**src/rtl/systolic_pkg.sv**
```systemverilog
`default_nettype none
// ============================================================================
//  Module      : systolic_pkg
//  Description : Shared types and defaults for the systolic result path.
//  Revision    : 1.0 - initial release
// ============================================================================
package systolic_pkg;

    localparam int DEF_DATA_W  = 32;
    localparam int DEF_NUM_RES = 12;

    typedef enum logic [0:0] {
        IDLE  = 1'b0,
        DRAIN = 1'b1
    } drain_state_t;

    typedef logic [DEF_DATA_W-1:0] result_word_t;

endpackage
`default_nettype wire

```
**src/rtl/result_buffer.sv**
```systemverilog
`default_nettype none
// ============================================================================
//  Module      : result_buffer
//  Description : NUM_RES x DATA_W register array, parallel load, indexed read.
//  Revision    : 1.0 - initial release
// ============================================================================
module result_buffer
    import systolic_pkg::*;
#(
    parameter int    DATA_W  = DEF_DATA_W,
    parameter int    NUM_RES = DEF_NUM_RES,
    localparam int   IDX_W   = $clog2(NUM_RES)
) (
    input  logic                      clk,
    input  logic                      reset,
    input  logic                      load,
    input  logic [NUM_RES*DATA_W-1:0] load_data,
    input  logic [IDX_W-1:0]          rd_idx,
    output logic [DATA_W-1:0]         rd_data
);

    logic [DATA_W-1:0] r_mem [NUM_RES];
    logic [DATA_W-1:0] w_rd_data;

    // Snapshot every word of the flattened result bus in a single edge.
    always_ff @(posedge clk or posedge reset) begin
        if (reset) begin
            for (int i = 0; i < NUM_RES; i++) begin
                r_mem[i] <= '0;
            end
        end else if (load) begin
            for (int i = 0; i < NUM_RES; i++) begin
                r_mem[i] <= load_data[i*DATA_W +: DATA_W];
            end
        end
    end

    // Read mux; an index beyond the last word returns zero rather than X.
    always_comb begin
        w_rd_data = '0;
        for (int i = 0; i < NUM_RES; i++) begin
            if (rd_idx == IDX_W'(i)) begin
                w_rd_data = r_mem[i];
            end
        end
    end

    assign rd_data = w_rd_data;

endmodule
`default_nettype wire

```
**src/rtl/result_drain.sv**
```systemverilog
`default_nettype none
// ============================================================================
//  Module      : result_drain
//  Description : Captures a batch of MAC results on en_y and streams them out
//                one word per beat over valid/ready, flagging dropped batches.
//  Revision    : 1.0 - initial release
// ============================================================================
module result_drain
    import systolic_pkg::*;
#(
    parameter int    DATA_W  = DEF_DATA_W,
    parameter int    NUM_RES = DEF_NUM_RES,
    localparam int   IDX_W   = $clog2(NUM_RES)
) (
    input  logic                      clk,
    input  logic                      reset,
    input  logic                      en_y,
    input  logic [NUM_RES*DATA_W-1:0] mac_res,
    output logic [DATA_W-1:0]         out_data,
    output logic                      out_valid,
    input  logic                      out_ready,
    output logic [IDX_W-1:0]          out_idx,
    output logic                      out_last,
    output logic                      busy,
    output logic                      overrun,
    input  logic                      clr_overrun
);

    localparam logic [IDX_W-1:0] LAST_IDX = IDX_W'(NUM_RES - 1);

    drain_state_t       r_state;
    drain_state_t       w_state_next;
    logic [IDX_W-1:0]   r_idx;
    logic [IDX_W-1:0]   w_idx_next;
    logic               r_overrun;
    logic               w_overrun_next;
    logic               w_load;
    logic               w_valid;
    logic               w_is_last;
    logic [DATA_W-1:0]  w_rd_data;

    assign w_valid   = (r_state == DRAIN);
    assign w_is_last = (r_idx == LAST_IDX);

    result_buffer #(
        .DATA_W  (DATA_W),
        .NUM_RES (NUM_RES)
    ) u_buffer (
        .clk       (clk),
        .reset     (reset),
        .load      (w_load),
        .load_data (mac_res),
        .rd_idx    (r_idx),
        .rd_data   (w_rd_data)
    );

    // State, beat index and sticky overrun registers.
    always_ff @(posedge clk or posedge reset) begin
        if (reset) begin
            r_state   <= IDLE;
            r_idx     <= '0;
            r_overrun <= 1'b0;
        end else begin
            r_state   <= w_state_next;
            r_idx     <= w_idx_next;
            r_overrun <= w_overrun_next;
        end
    end

    // Next-state logic: capture, beat advance, back-to-back reload, overrun.
    always_comb begin
        w_state_next   = r_state;
        w_idx_next     = r_idx;
        w_load         = 1'b0;
        // Clear is applied first so that a same-cycle overrun overrides it.
        w_overrun_next = r_overrun & ~clr_overrun;

        case (r_state)
            IDLE: begin
                if (en_y) begin
                    w_load       = 1'b1;
                    w_idx_next   = '0;
                    w_state_next = DRAIN;
                end
            end
            DRAIN: begin
                if (out_ready && w_is_last) begin
                    // The last beat frees the buffer, so a coincident en_y
                    // is a legal back-to-back batch, not an overrun.
                    w_idx_next = '0;
                    if (en_y) begin
                        w_load = 1'b1;
                    end else begin
                        w_state_next = IDLE;
                    end
                end else begin
                    if (out_ready) begin
                        w_idx_next = r_idx + IDX_W'(1);
                    end
                    if (en_y) begin
                        w_overrun_next = 1'b1;
                    end
                end
            end
            default: begin
                w_state_next = IDLE;
                w_idx_next   = '0;
            end
        endcase
    end

    assign out_valid = w_valid;
    assign busy      = w_valid;
    assign out_idx   = r_idx;
    assign out_last  = w_valid & w_is_last;
    assign out_data  = w_rd_data;
    assign overrun   = r_overrun;

endmodule
`default_nettype wire

```
**config.mk**
```make
export PLATFORM = sky130hd
export DESIGN_NAME = result_drain
export DESIGN_NICKNAME = d
export VERILOG_FILES = /design/src/rtl/systolic_pkg.sv /design/src/rtl/result_buffer.sv /design/src/rtl/result_drain.sv
export SDC_FILE = /design/constraint.sdc
export NUM_CORES = 1
export LEC_CHECK = 0
export CORE_MARGIN = 2
export CORE_UTILIZATION = 55
export CTS_CLUSTER_SIZE = 25
export DETAILED_ROUTE_END_ITERATION = 10
export PLACE_DENSITY = 0.86
export SYNTH_ARGS = -nofsm -noshare
export SYNTH_HDL_FRONTEND = slang
export SYNTH_SLANG_ARGS = --single-unit
export TNS_END_PERCENT = 50
```
**constraint.sdc**
```tcl
create_clock -name clk -period 26 [get_ports clk]
set_clock_uncertainty 0.15 [all_clocks]
set_input_delay 7.8 -clock clk [delete_from_list [all_inputs] [get_ports clk]]
set_output_delay 7.8 -clock clk [all_outputs]
set_load 0.01 [all_outputs]
```
# Word-level counts from Yosys, hierarchy flattened
# Cells that the tools add are included.
[totals] reg_bits=390 latch_bits=0 ram_bits=0 rom_bits=0 inputBits=389 n_memories=0
[classes] add_sub_neg=1 n_mul=0 div=0 order_cmp=0 eq_ne=13 shift=0 n_mux=24 bitwise_logic=4 n_reduce_logical=3
[op_table] op="32-bit two-way mux" count=12
[op_table] op="4-bit by 3-bit == test with 1-bit output, second input constant" count=4
[op_table] op="4-bit == test, second input constant" count=4
[op_table] op="4-bit two-way mux" count=3
[op_table] op="4-bit by 2-bit == test with 1-bit output, second input constant" count=2
[op_table] op="4-bit case mux with 2 select lines" count=1
[op_table] op="1-bit two-way mux" count=6
[op_table] op="4-bit by 1-bit adder with 4-bit output, second input constant" count=1
[op_table] op="4-bit by 1-bit == test with 1-bit output, second input constant" count=1
[op_table] op="4-bit zero test" count=1
[op_table] op="1-bit case mux with 2 select lines" count=2
[op_table] op="3-bit by 2-bit inequality test with 1-bit output, second input constant" count=1
[op_table] op="1-bit AND" count=2
[op_table] op="2-bit inequality test, second input constant" count=1
[op_table] op="1-bit inverter" count=2
[op_table] op="2-bit AND reduction" count=1
[op_table] op="1-bit logical AND" count=1

# Longest topological paths before layout
[depth] depth_word=13 depth_mapped=10

# Cells and area by module
# From an unflattened synthesis, not the netlist that was laid out.
[hier_totals] cells_unflattened=1345 hier_area_um2=18207.5
[modules_own_cells] module="result_buffer" instances=1 cells_each=1310 area_each_um2=17869.6 seq_area_each_um2=9609.2
[modules_own_cells] module="result_drain" instances=1 cells_each=35 area_each_um2=337.8 seq_area_each_um2=150.1

# Least setup slack after synthesis
# Ideal clock, no wire load.
[synth_path] path_kind="register to output" startpoint="register r_idx[1] (netlist: out_idx[1])" endpoint="output out_data[7]" t_arrival_ns=2.098 required_ns=18.050 slack_ns=15.952 stages_incl_launch_ff=10 n_path_buf=3 path_cell_list="dfrtp_1 -> inv_1 -> ha_1 -> buf_2 -> buf_2 -> buf_1 -> a21oi_1 -> o2bb2ai_1 -> a31oi_1 -> o311ai_0"
[synth_between] elab_chain_len=13 elab_cells_between_ends=24
[synth_rtl] element="start: declaration" line="result_drain.sv:33" text="logic [IDX_W-1:0] r_idx;"
[synth_rtl] element="start signal: assignment" line="result_drain.sv:65" text="r_idx <= w_idx_next;"
[synth_rtl] element="4-bit zero test" line="result_buffer.sv:42" text="if (rd_idx == IDX_W'(i)) begin"
[synth_rtl] element="32-bit two-way mux (11 in series)" line="result_buffer.sv:42"
[synth_rtl] element="32-bit two-way mux *" line="result_buffer.sv:42"
[synth_rtl] element="end: declaration" line="result_drain.sv:19" text="output logic [DATA_W-1:0] out_data,"
# Every way passes the cells marked *; elsewhere a longest branch is shown, timed or not.

# Worst setup path in the final report
[layout_path] startpoint="register r_idx[0] (netlist: out_idx[0])" endpoint="output out_data[28]"
# The elaborated chain is that of the path after synthesis.

==> impl_metrics.json <==
{
  "p_leak_nw": 9.98,
  "arrival_ns": 4.97,
  "post_cts_buffers": 0,
  "setup_viol": 0,
  "path_cells": "inv_1, ha_2, nor2b_4, and3_2, a22oi_1, o311ai_1, clkdlybuf4s50_1",
  "yosys_warnings": 0,
  "port_buffers": 428,
  "pre_cts_slack_ns": 13.76,
  "rows": 67,
  "drt-pass1-iter-count": 5,
  "critPathTopFamily": "simple AND/OR/NAND/NOR gates",
  "cp.buffers_inverters": 2,
  "pin_count": 429,
  "postSynthCellCount": 1527,
  "cpMaxStageDelayCell": "and3_2",
  "report.final.hold_viol_count": 0,
  "critPathMaxFanout": 41,
  "die_w_um": 189,
  "antenna_found_initial": 17,
  "timing.fmax_ghz": 0.0774,
  "cts_root_buf": "clkbuf_16",
  "syn-cell-area_sq_mm": 0.0188,
  "yosysMostFrequentCell": "dfrtp_1",
  "maxCapViolations": 0,
  "area_growth_pct": 30.0,
  "vias": 14405,
  "cp.required_ns": 18.05,
  "cts_tree": "done",
  "dieArea_sq_mm": 0.0356,
  "ys_async_sr_fraction_pct": 100,
  "ctsHoldBuffers": 0,
  "grt_pass1_vias": 14872,
  "grt_pass1_wl_um": 85800,
  "start_kind": "flop",
  "reg2reg_to": "u_buffer.r_mem[111]",
  "syn-num-nets": 1920,
  "grt_max_degree": 190,
  "outcome": "finished, final reports clean",
  "clk_latency_ns": 0.53,
  "netlist_top_cells_count": "dfrtp_1 (390), mux2_1 (360), nand2_1 (116)",
  "cts_buffers": 42,
  "fill_cells": 2230,
  "fin_crit_sh_pct": 49.7,
  "critPathKind": "flop to primary output",
  "first_iter_violations": 1204,
  "initial_core_util_pct": 56.0,
  "hold_path_end": "u_buffer.r_mem[316]",
  "reg2reg_from": "out_idx[0]",
  "nets": 2272,
  "max_stage_delay_ns": 0.95,
  "synth-edff-count": 0,
  "ys.flop_type": "dfrtp_1",
  "cts_resized": 0,
  "ys_seq_elements": 390,
  "register_area_sq_mm": 0.00976,
  "worst_slew_pin_slew_ns": 1.24,
  "dp_hpwl_um": 38000,
  "wl_um": 56300,
  "synthTopCellsByArea": "dfrtp_1 (52%), mux2_1 (22%), o21ai_0 (2.6%)",
  "post-route-min-period_ns": 12.92,
  "routed_via_density": 6.07,
  "postRouteAntennaNets": 0,
  "gp_congestion": 0.901,
  "tns_ns": 0,
  "syn_area_per_cell_sq_um": 12.3,
  "grt_usage_pct": 31.2,
  "slew_violations": 0,
  "drc_errors": 0,
  "p_per_area_mw_per_mm2": 111,
  "wl_per_cell_um": 23.7,
  "holdPathStages": 1,
  "holdCritStartpoint": "u_buffer.r_mem[316]",
  "drive_gt1_share_pct": 6.07,
  "clk_path_buf_depth": 3,
  "htree_num_levels": 2,
  "crit_path_end_kind": "primary output",
  "clk_pin_slew_ns": 0.06,
  "r2r_slack_ns": 20.48,
  "finalWorstSetupSlack_ns": 13.08,
  "ir_drop_mv": 0.0611,
  "yosysTopAreaCell": "dfrtp_1",
  "seq_area_frac_synth_pct": 52.0,
  "coreArea_sq_mm": 0.0335,
  "synthDistinctLibCells": 52,
  "cts.sinks": 390,
  "multi_input_area_sq_mm": 0.00824,
  "overflow": 0,
  "reg2regPathDepth": 8,
  "maxSlewHeadroom_pct": 17.4,
  "die_h_um": 189,
  "rsz0062_at_grt": "false",
  "yosys.area.top_type_share_pct": 52.0,
  "hold_class": "flop to flop"
}
[layer usage]
layer	up-vias	part of all wire, %	global-route usage, %
met5	-	0.094	0
li1	6310	-	-
met1	7245	41	42.1
met3	130	8.8	7.23
met2	712	46	48.2
met4	8	4.0	13.9
[where the power goes]
part	switching, mW	internal (mW)	total [mW]	leakage [nW]
clock network	0.239	0.345	0.584	0.669
logic	0.551	0.499	1.05	4.55
registers	0.178	0.902	1.08	4.76
total	0.968	1.75	2.71	9.98
[logic make-up (layout without fill, tap and decap cells)]
family                   after synthesis  count (layout)  share of synthesized area (%)
multiplexers                         408             408                           24.3
other                                  0              13                              0
flip-flops                           390             390                           52.0
adder cells (fa/ha/maj)                4               4                          0.267
buffers and inverters                144             529                           4.57
AO/OA/AOI/OAI                        367             367                           13.2
AND/OR/NAND/NOR                      214             214                           5.67
[cell usage in the layout (no fill, tap or decap), types with 32 or more instances in the layout]
cell type,instances
clkdlybuf4s50_1,428
mux2_1,360
clkbuf_16,45
o2bb2ai_1,32
a22oi_1,55
a21oi_1,71
dfrtp_1,389
o21ai_0,97
nor2b_1,34
nand2_1,116
[flip-flops by register name, indices dropped and copies added, names as in the netlist]
name / cells
u_buffer.r_mem: 384
overrun: 1
busy: 1
out_idx: 4
[per-stage QoR]
stage | std cells | power, mW | area (sq um) | util [%] | hold WS [ns]
global placement | 2283 | 2.06 | 23000 | 68.6 | 0.308
finish | 2373 | 2.71 | 24400 | 72.8 | 0.329
floorplan | 1527 | 1.67 | 18800 | - | 0.298
global route | 2372 | 2.86 | 24400 | 72.8 | 0.340
CTS | 2360 | 2.71 | 24400 | 72.7 | 0.330
detailed placement | 2283 | 2.12 | 23000 | 68.6 | 0.317
[worst max-delay path by stage]
| stage | startpoint | slack [ns] | cells past startpoint | to |
|---|---|---|---|---|
| global placement | out_idx[0] | 13.78 | 7 | out_data[18] |
| CTS | out_idx[0] | 13.17 | 7 | out_data[29] |
| global route | out_idx[0] | 12.94 | 7 | out_data[28] |
| detailed placement | out_idx[0] | 13.76 | 7 | out_data[18] |
| floorplan | reset | 7.21 | 1 | busy |
| finish | out_idx[0] | 13.08 | 7 | out_data[28] |
[cell type report]
type                            count  area share [%]
Clock buffer                       71            5.43
Sequential cell                   390            40.0
Inverter                           11           0.200
Tap cell                          448            2.30
Antenna cell                       13           0.133
Clock inverter                      6           0.123
Timing Repair Buffer              441            18.1
Multi-Input combinational cell    993            33.8
(Power assumes the default switching activity.)
